===== src/rtl/vga_rect_gen.sv =====
// vga_rect_gen: VGA timing generator drawing one frame-latched rectangle.
// Define VGA_BORDER_EN to add an all-ones border around the visible area.
module vga_rect_gen #(
    parameter int H_VIS    = 640,
    parameter int H_FP     = 16,
    parameter int H_SYNC   = 96,
    parameter int H_BP     = 48,
    parameter int V_VIS    = 480,
    parameter int V_FP     = 10,
    parameter int V_SYNC   = 2,
    parameter int V_BP     = 33,
    parameter int COLOR_W  = 4,
    parameter int CLK_DIV  = 2,
    parameter int SYNC_POL = 0
) (
    input  logic                   CLOCK_50,
    input  logic                   reset,
    input  logic [10:0]            rect_x0,
    input  logic [10:0]            rect_x1,
    input  logic [10:0]            rect_y0,
    input  logic [10:0]            rect_y1,
    input  logic [3*COLOR_W-1:0]   rect_color,
    output logic                   VGA_HS,
    output logic                   VGA_VS,
    output logic [COLOR_W-1:0]     VGA_R,
    output logic [COLOR_W-1:0]     VGA_G,
    output logic [COLOR_W-1:0]     VGA_B,
    output logic                   frame_start,
    output logic [10:0]            pix_x,
    output logic [10:0]            pix_y
);
    localparam int CW3 = 3 * COLOR_W;
    localparam logic [3:0]  DIV_M1 = 4'(CLK_DIV - 1);
    localparam logic [10:0] HT_M1  = 11'(H_VIS + H_FP + H_SYNC + H_BP - 1);
    localparam logic [10:0] VT_M1  = 11'(V_VIS + V_FP + V_SYNC + V_BP - 1);
    localparam logic [10:0] HS_ON  = 11'(H_VIS + H_FP);
    localparam logic [10:0] HS_OFF = 11'(H_VIS + H_FP + H_SYNC);
    localparam logic [10:0] VS_ON  = 11'(V_VIS + V_FP);
    localparam logic [10:0] VS_OFF = 11'(V_VIS + V_FP + V_SYNC);
    localparam logic [10:0] HV     = 11'(H_VIS);
    localparam logic [10:0] VV     = 11'(V_VIS);
    localparam logic        POL    = 1'(SYNC_POL);
`ifdef VGA_BORDER_EN
    localparam logic [10:0] HV_M1  = 11'(H_VIS - 1);
    localparam logic [10:0] VV_M1  = 11'(V_VIS - 1);
`endif

    logic [3:0]     div_q, div_d;
    logic [10:0]    x_q, x_d, y_q, y_d;
    logic [10:0]    sx0_q, sx0_d, sx1_q, sx1_d, sy0_q, sy0_d, sy1_q, sy1_d;
    logic [CW3-1:0] sc_q, sc_d, rgb_q, rgb_d, pix_rgb;
    logic           sval_q, sval_d, hs_q, hs_d, vs_q, vs_d, fs_q, fs_d;
    logic           pe, sh_load, x_wrap, vis, in_rect, hs_act, vs_act;

    always_comb begin
        pe      = div_q == DIV_M1;
        sh_load = pe && x_q == 11'd0 && y_q == 11'd0;
        x_wrap  = x_q == HT_M1;
        div_d   = pe ? 4'd0 : div_q + 4'd1;
        x_d     = pe ? (x_wrap ? 11'd0 : x_q + 11'd1) : x_q;
        y_d     = (pe && x_wrap) ? (y_q == VT_M1 ? 11'd0 : y_q + 11'd1) : y_q;
        sx0_d   = sh_load ? rect_x0 : sx0_q;
        sx1_d   = sh_load ? rect_x1 : sx1_q;
        sy0_d   = sh_load ? rect_y0 : sy0_q;
        sy1_d   = sh_load ? rect_y1 : sy1_q;
        sc_d    = sh_load ? rect_color : sc_q;
        sval_d  = sval_q | sh_load;
        // Pixel (0,0) already uses the values being latched on this pe.
        in_rect = sval_d && sx0_d <= x_q && x_q <= sx1_d && sy0_d <= y_q && y_q <= sy1_d;
        vis     = x_q < HV && y_q < VV;
`ifdef VGA_BORDER_EN
        pix_rgb = !vis ? '0 :
                  (x_q == 11'd0 || x_q == HV_M1 || y_q == 11'd0 || y_q == VV_M1) ? '1 :
                  in_rect ? sc_d : '0;
`else
        pix_rgb = (vis && in_rect) ? sc_d : '0;
`endif
        hs_act  = x_q >= HS_ON && x_q < HS_OFF;
        vs_act  = y_q >= VS_ON && y_q < VS_OFF;
        hs_d    = pe ? (hs_act ? POL : ~POL) : hs_q;
        vs_d    = pe ? (vs_act ? POL : ~POL) : vs_q;
        rgb_d   = pe ? pix_rgb : rgb_q;
        fs_d    = sh_load;
    end

    always_ff @(posedge CLOCK_50) begin
        if (reset) begin
            div_q  <= 4'd0;
            x_q    <= 11'd0;
            y_q    <= 11'd0;
            sx0_q  <= 11'd0;
            sx1_q  <= 11'd0;
            sy0_q  <= 11'd0;
            sy1_q  <= 11'd0;
            sc_q   <= '0;
            sval_q <= 1'b0;
            hs_q   <= ~POL;
            vs_q   <= ~POL;
            rgb_q  <= '0;
            fs_q   <= 1'b0;
        end else begin
            div_q  <= div_d;
            x_q    <= x_d;
            y_q    <= y_d;
            sx0_q  <= sx0_d;
            sx1_q  <= sx1_d;
            sy0_q  <= sy0_d;
            sy1_q  <= sy1_d;
            sc_q   <= sc_d;
            sval_q <= sval_d;
            hs_q   <= hs_d;
            vs_q   <= vs_d;
            rgb_q  <= rgb_d;
            fs_q   <= fs_d;
        end
    end

    assign VGA_HS      = hs_q;
    assign VGA_VS      = vs_q;
    assign VGA_R       = rgb_q[CW3-1 -: COLOR_W];
    assign VGA_G       = rgb_q[2*COLOR_W-1 -: COLOR_W];
    assign VGA_B       = rgb_q[COLOR_W-1:0];
    assign frame_start = fs_q;
    assign pix_x       = x_q;
    assign pix_y       = y_q;
endmodule

===== config.mk =====
export PLATFORM = sky130hd
export DESIGN_NAME = vga_rect_gen
export DESIGN_NICKNAME = d
export VERILOG_FILES = /design/src/rtl/vga_rect_gen.sv
export SDC_FILE = /design/constraint.sdc
export NUM_CORES = 1
export LEC_CHECK = 0
export CORE_MARGIN = 2
export CORE_UTILIZATION = 40
export DETAILED_ROUTE_END_ITERATION = 6
export PLACE_DENSITY_LB_ADDON = 0.15
export SYNTH_ARGS = -nofsm -noshare
export SYNTH_HDL_FRONTEND = slang
export SYNTH_SLANG_ARGS = --single-unit

===== constraint.sdc =====
create_clock -name CLOCK_50 -period 6.3 [get_ports CLOCK_50]
set_input_delay 1.575 -clock CLOCK_50 [delete_from_list [all_inputs] [get_ports CLOCK_50]]
set_output_delay 1.575 -clock CLOCK_50 [all_outputs]
set_load 0.01 [all_outputs]

==> impl_metrics.csv, run 1 <==
group,metric,value,unit
layout,synthToLayoutAreaGrowth,26.50,%
setup_path,timing.critical_path.to_type,"flip-flop",
synth,synthesis.area_per_instance,9.517,sq um
layout,insertedDiodeCount,0,
worst_hold_path,timing.hold.worst.class,"reg2reg",
timing,max_slew.worst_pin.slew,1.093,ns
global_route,via_count_of_the_first_global_routing_pass,3868,
placed_design,placement.io_buffers,94,
clock_tree,cts_tree,"done",
synth,postSynth.topFlopCell,"sky130_fd_sc_hd__dfxtp_1",
placed_design,final_hpwl_dp,8911,um
clock_tree,htree_num_levels,3,
setup_path,worst_setup_path_start_kind,"flip-flop",
global_route,overflow,0,
floorplanning,floorplan.initialDensity,0.4111,
routing,post-route-drc-count,0,
clock_tree,cts_resized,0,
pwr,irDropWorstVdd,0.0001977,V
clock_tree,insertion_delay,0.35,ns
synth,synth_enable_flop_cells,0,
timing,setup_repair_after_global_routing_missed_its_margin,"false",
synth,netlist_instances,521,
synth,seq_area_frac_synth,0.3957,
routing,dr_total_vias,3906,
routing,detail_route.wl_per_cell,15.24,um
routing,vias_per_cell,5.001,
routing,drtAntennaViolNets,0,
global_route,grt_pass1_wl,19430,um
run_status,status,"completed",
placed_design,dpl-instance-area,0.006012,sq mm
clock_tree,post_cts.repair.setup_buffers,0,
timing,final_min_period_over_clock_period,0.7203,
setup_path,critical_path_class,"reg2reg",
timing,layout_setup_ws,1.762,ns
timing,slew_headroom,0.2658,
pwr,power.density_cell_area,264.0,mW/mm^2
placed_design,place_ws,1.745,ns
synth,ys_seq_elements,98,
setup_path,worst_r2r_path_depth,14,
layout,post_route_cells_drive_above_1_share,0.08320,
clock_tree,cts.hold.buffers_added,0,
timing,max_clock_freq,220.4,MHz
global_route,grt_start_max_net_pins,39,
timing,final-hold-violation-count,0,
clock_tree,worst_setup_hold_path_clk_slew,0.06,ns
synth,synth-warning-count,0,
floorplanning,chipWidth,115.3,um
synth,synth_area,0.004959,sq mm
timing,worst_hold_slack_across_all_endpoints,0.4587,ns
run,timing.max_cap.violations,0,
timing,slew_violations,0,
global_route,grt_antenna_before_repair,0,
timing,final_period_minus_worst_setup_slack,4.538,ns
synth,yosysUniqueCellTypes,52,
routing,drt_iter0_markers,240,
clock_tree,cts_inserted_buffers,9,
timing,setup_viol,0,
placed_design,place_congestion,0.8194,
timing,fin_worst_skew,0.006651,ns
clock_tree,clock_sink_count,98,
global_route,grt.total_usage,0.1876,
floorplanning,die_height,115.3,um
synth,synthArstFlopShare,0,
clock_tree,clockRootBuffer,"sky130_fd_sc_hd__clkbuf_16",
pwr,total_leakage_power,2.551,nW
floorplanning,core,0.01206,sq mm
worst_hold_path,timing.hold.worst_path_depth,2,
layout,fillers,1124,
clock_tree,worst_case_clock_buffer_depth,2,
layout,final_util,0.5200,
setup_path,worst-endpoint-arrival,4.79,ns
floorplanning,design.die.area,0.01330,sq mm
routing,number_of_search_and_repair_iterations_in_the_first_detailed_routing_pass,4,
setup_path,cp_data_required_time,6.56,ns
layout,final_net_count,719,
routing,totalWireLength,11900,um
layout,final_design_area_no_fill,0.006272,sq mm
floorplanning,io_pins,95,
timing,finalSetupTns,0,ns
synth,synth_nets,629,
floorplanning,rows,40,
setup_path,crit_path_max_fanout,22,
-- final cells by class --
type                       count  area (sq um)  area share
multi-input combinational    367          2739      0.4367
sequential                    98          1962      0.3128
timing repair buffer          97         958.4      0.1528
clock buffer                  13         260.3     0.04149
tap                          168         210.2     0.03351
inverter                      38         142.6     0.02274
-- report_power, final --
group	internal [mW]	switching, mW	total (mW)	leakage (nW)
Combinational	0.231	0.230	0.460	1.63
Clock	0.283	0.224	0.507	0.128
Sequential	0.670	0.0185	0.688	0.796
Total	1.18	0.472	1.66	2.55
-- logic make-up after synthesis --
logic type	count (synthesis)	share of synthesized area
xor+xnor	18	0.03179
simple gates	186	0.2044
fa+ha+maj	50	0.1262
flops	98	0.3957
mux	55	0.1166
buf+inv	56	0.05375
compound gates	58	0.07166
-- routing by layer --
| metal | vias to the layer above | part of all wire | track usage |
|---|---|---|---|
| li1 | 1979 | - | - |
| met1 | 1833 | 0.48 | 0.2478 |
| met2 | 85 | 0.45 | 0.2982 |
| met3 | 9 | 0.053 | 0.06115 |
| met4 | 0 | 0.011 | 0.04498 |
| met5 | - | 0 | 0 |
-- registers in the layout, summed over array words and instances, names as in the netlist --
name	flops
VGA_VS	1
sc_q	12
sx1_q	11
sy1_q	11
pix_x	11
frame_start	1
VGA_HS	1
rgb_q	12
div_q	4
pix_y	11
sx0_q	11
sval_q	1
sy0_q	11
-- cells in the final DEF, fill, tap and decap left out, drive strengths merged, types with 2 or more instances in the layout --
cell type	netlist	routed
nor4	11	11
mux2i	33	33
xnor2	17	17
or2	12	12
nor3	10	10
clkdlybuf4s50	0	93
nand3b	3	3
nand4	16	16
inv	38	38
and3	3	3
ha	50	50
nand2	31	31
nor2b	26	26
nand3	15	15
dfxtp	98	98
a21oi	18	18
buf	10	4
a211o	2	2
mux2	22	22
o22ai	2	2
clkbuf	8	13
nor2	50	50
a21o	8	8
a211oi	2	2
o21ai	18	18
or3b	2	2
nor3b	2	2
-- final timing paths --
| check | startpoint | to | slack [ns] |
|---|---|---|---|
| max | pix_x[0]$_SDFFE_PP0P_ | rgb_q[0]$_SDFFE_PP0P_ | 1.76 |
| min | rgb_q[4]$_SDFFE_PP0P_ | rgb_q[4]$_SDFFE_PP0P_ | 0.46 |
| max reg2reg | pix_x[0]$_SDFFE_PP0P_ | rgb_q[0]$_SDFFE_PP0P_ | 1.76 |
| min reg2reg | rgb_q[4]$_SDFFE_PP0P_ | rgb_q[4]$_SDFFE_PP0P_ | 0.46 |
-- critical path: stages (launching register included) --
cell and delay [ns]:
sky130_fd_sc_hd__dfxtp_1 0.39, sky130_fd_sc_hd__inv_1 0.18, sky130_fd_sc_hd__ha_1 0.16, sky130_fd_sc_hd__nor3b_1 0.27, sky130_fd_sc_hd__nand4_2 0.21, sky130_fd_sc_hd__nor4_4 0.34, sky130_fd_sc_hd__buf_4 0.33, sky130_fd_sc_hd__mux2_2 0.38
sky130_fd_sc_hd__ha_1 0.29, sky130_fd_sc_hd__a21o_1 0.18, sky130_fd_sc_hd__a21oi_1 0.18, sky130_fd_sc_hd__or3b_2 0.45, sky130_fd_sc_hd__o21ai_0 0.26, sky130_fd_sc_hd__nand4_1 0.51, sky130_fd_sc_hd__o21ai_0 0.32
-- synthesized netlist by cell type (8+ instances only) --
library cell,n,area share
sky130_fd_sc_hd__clkbuf_1,8,0.0061
sky130_fd_sc_hd__mux2_2,22,0.050
sky130_fd_sc_hd__mux2i_1,33,0.067
sky130_fd_sc_hd__nand2_1,31,0.023
sky130_fd_sc_hd__ha_1,50,0.13
sky130_fd_sc_hd__nand3_1,15,0.015
sky130_fd_sc_hd__nor3_1,9,0.0091
sky130_fd_sc_hd__nand4_1,14,0.018
sky130_fd_sc_hd__inv_1,38,0.029
sky130_fd_sc_hd__nor2_1,49,0.037
sky130_fd_sc_hd__a21o_1,8,0.012
sky130_fd_sc_hd__xnor2_1,17,0.030
sky130_fd_sc_hd__nor2b_1,26,0.033
sky130_fd_sc_hd__dfxtp_1,98,0.40
sky130_fd_sc_hd__a21oi_1,18,0.018
sky130_fd_sc_hd__or2_1,9,0.011
sky130_fd_sc_hd__o21ai_1,11,0.011
-- stage by stage --
step	std cells	power [mW]
2_1_floorplan	521	1.043
3_3_place_gp	768	1.151
3_5_place_dp	768	1.165
4_1_cts	781	1.673
5_1_grt	781	1.761
6_report	781	1.656
Note: power is estimated with default switching activity, not from simulation.
==> inputs of run 2 (changes only) <==
- clock period: 6.3 -> 4.7 ns (I/O delays scaled with it)
==> run 2 against run 1 <==
Against the previous run: routed wire length fell by 2.3%; highest routed layer unchanged; sequential power up 34%; largest power group unchanged; critical path depth increased by 1.
==> impl_metrics.csv, run 2 (synthesized netlist as in run 1, its figures left out) <==
group,metric,value,unit
run_status,status,"completed",
placed_design,dpl-instance-area,0.006025,sq mm
clock_tree,cts_inserted_buffers,9,
setup_path,sequence_of_cells_on_the_critical_path,"inv_1, ha_1, nor3b_1, nand4_2, nor4_4, buf_12, mux2_2, ha_1, a21o_1, a21oi_1, or3b_2, o21ai_0, nand4_1, buf_4, o21ai_0",
global_route,overflow,0,
setup_path,critPathMaxStageDelay,0.46,ns
routing,wl_met2,5258,um
floorplanning,io_pins,95,
placed_design,final_hpwl_dp,8834,um
floorplanning,rows,40,
placed_design,numPlacedInstances,768,
clock_tree,htree_num_levels,3,
timing,final_min_period_over_clock_period,0.8853,
pwr,power.density_cell_area,349.5,mW/mm^2
global_route,grt_pass1_wl,18640,um
routing,totalWireLength,11620,um
routing,post-route-drc-count,0,
routing,met3_wirelength,685,um
timing,final-hold-violation-count,0,
clock_tree,cts_tree,"done",
routing,highest_layer,"met4",
setup_path,worst-endpoint-arrival,4.44,ns
routing,metal1_wirelength,5439,um
setup_path,critical_path_class,"reg2reg",
routing,vias_per_cell,5.004,
run,timing.max_cap.violations,0,
timing,worst_hold_slack_across_all_endpoints,0.4548,ns
timing,slew_headroom,0.2631,
worst_hold_path,timing.hold.worst_path_depth,2,
clock_tree,insertion_delay,0.35,ns
pwr,comb_power_share,0.280,
setup_path,reg2reg_to,"rgb_q[0]$_SDFFE_PP0P_",
timing,slew_violations,0,
timing,final_period_minus_worst_setup_slack,4.161,ns
setup_path,crit_path_max_fanout,47,
pwr,internal_power_summed_over_all_cells,1.572,mW
floorplanning,chipWidth,115.3,um
floorplanning,floorplan.initialDensity,0.4111,
pwr,clock_power_share,0.299,
setup_path,timing.critical_path.to_type,"flip-flop",
global_route,grt_start_max_net_pins,48,
timing,max_clock_freq,240.3,MHz
global_route,grt_antenna_before_repair,0,
layout,final_util,0.5200,
setup_path,cp-startpoint,"pix_x[0]$_SDFFE_PP0P_",
layout,final_cell_count_no_fill,780,
clock_tree,worst_setup_hold_path_clk_slew,0.06,ns
clock_tree,clock_sink_count,98,
layout,insertedDiodeCount,0,
setup_path,cp_data_required_time,4.98,ns
clock_tree,cts.hold.buffers_added,0,
timing,fin_worst_skew,0.008027,ns
clock_tree,clockRootBuffer,"sky130_fd_sc_hd__clkbuf_16",
pwr,power_switching,0.6200,mW
pwr,total_leakage_power,2.549,nW
clock_tree,cts_resized,0,
worst_hold_path,worst_hold_startpoint,"rgb_q[4]$_SDFFE_PP0P_",
layout,final_net_count,719,
routing,dr_total_vias,3903,
layout,fillers,1136,
layout,layout.cells.most_common_list,"sky130_fd_sc_hd__dfxtp_1 (98), sky130_fd_sc_hd__clkdlybuf4s50_1 (93), sky130_fd_sc_hd__ha_1 (50)",
layout,largest_registers,"rgb_q (12), sc_q (12)",
placed_design,placement.io_buffers,94,
global_route,grt.total_usage,0.1805,
timing,finalSetupTns,0,ns
routing,drt_iter0_markers,109,
worst_hold_path,min_delay_endpoint,"rgb_q[4]$_SDFFE_PP0P_",
layout,final_design_area_no_fill,0.006272,sq mm
pwr,power.share.switching,0.2828,
setup_path,crit_slowest_cell,"sky130_fd_sc_hd__or3b_2",
floorplanning,design.die.area,0.01330,sq mm
setup_path,reg2reg_from,"pix_x[0]$_SDFFE_PP0P_",
routing,detail_route.wl_per_cell,14.90,um
worst_hold_path,timing.hold.worst.class,"reg2reg",
layout,layout_commonest_cell,"sky130_fd_sc_hd__dfxtp_1",
timing,max_slew.worst_pin.slew,1.097,ns
placed_design,place_congestion,0.8965,
setup_path,worst_r2r_path_depth,15,
global_route,via_count_of_the_first_global_routing_pass,3772,
setup_path,regToRegSetupSlack,0.54,ns
floorplanning,die_height,115.3,um
pwr,irDropWorstVdd,0.0001512,V
clock_tree,post_cts.repair.setup_buffers,0,
setup_path,worst_setup_path_start_kind,"flip-flop",
timing,setup_repair_after_global_routing_missed_its_margin,"false",
timing,setup_viol,0,
clock_tree,worst_case_clock_buffer_depth,2,
routing,number_of_search_and_repair_iterations_in_the_first_detailed_routing_pass,4,
layout,post_route_cells_drive_above_1_share,0.08333,
routing,drtAntennaViolNets,0,
floorplanning,core,0.01206,sq mm
pwr,seqPwrFrac,0.421,
layout,synthToLayoutAreaGrowth,26.50,%
==> run 2: worst max-delay path: cells and delay by family (launching register included) <==
family | cells | cell delay, ns
AND/OR/NAND/NOR | 5 | 1.42
AO/OA/AOI/OAI | 4 | 0.77
multiplexers | 1 | 0.39
buffers and inverters | 3 | 0.68
flip-flops | 1 | 0.37
adder cells (fa/ha/maj) | 2 | 0.46
==> run 2: worst max path at each step <==
stage / to
after floorplan: rgb_q[10]$_SDFFE_PP0P_
after CTS: rgb_q[6]$_SDFFE_PP0P_
after global placement: rgb_q[0]$_SDFFE_PP0P_
final: rgb_q[0]$_SDFFE_PP0P_
after global routing: rgb_q[2]$_SDFFE_PP0P_
after detailed placement: rgb_q[6]$_SDFFE_PP0P_
==> run 2: cell type report <==
type,count,area [sq um],share of cell area
flip-flops and latches,98,1962,0.3128
multi-input cells,367,2739,0.4367
clock buffers,11,242.7,0.03870
inverters,38,142.6,0.02274
clock inverters,1,5.005,0.0007979
repair buffers,97,970.9,0.1548
well taps,168,210.2,0.03351
==> run 2: layer usage <==
| layer | GRT usage | vias to the layer above |
|---|---|---|
| met5 | 0 | - |
| met4 | 0.07871 | 0 |
| met3 | 0.04533 | 16 |
| met2 | 0.2815 | 87 |
| met1 | 0.2368 | 1819 |
| li1 | - | 1981 |
==> run 2: power by group through the flow <==
stage | Combinational, mW | Clock [mW] | Sequential [mW]
floorplan | 0.461 | 0 | 0.937
global placement | 0.611 | 0 | 0.937
detailed placement | 0.619 | 0 | 0.940
global route | 0.691 | 0.703 | 0.927
CTS | 0.623 | 0.674 | 0.922
finish | 0.615 | 0.655 | 0.922
==> run 2: per-stage QoR <==
| stage | power, mW | worst slack (ns) |
|---|---|---|
| after floorplan | 1.398 | 1.139 |
| after global placement | 1.548 | 0.6880 |
| after detailed placement | 1.560 | 0.5730 |
| after CTS | 2.218 | 0.5586 |
| after global routing | 2.322 | 0.3619 |
| final | 2.192 | 0.5390 |
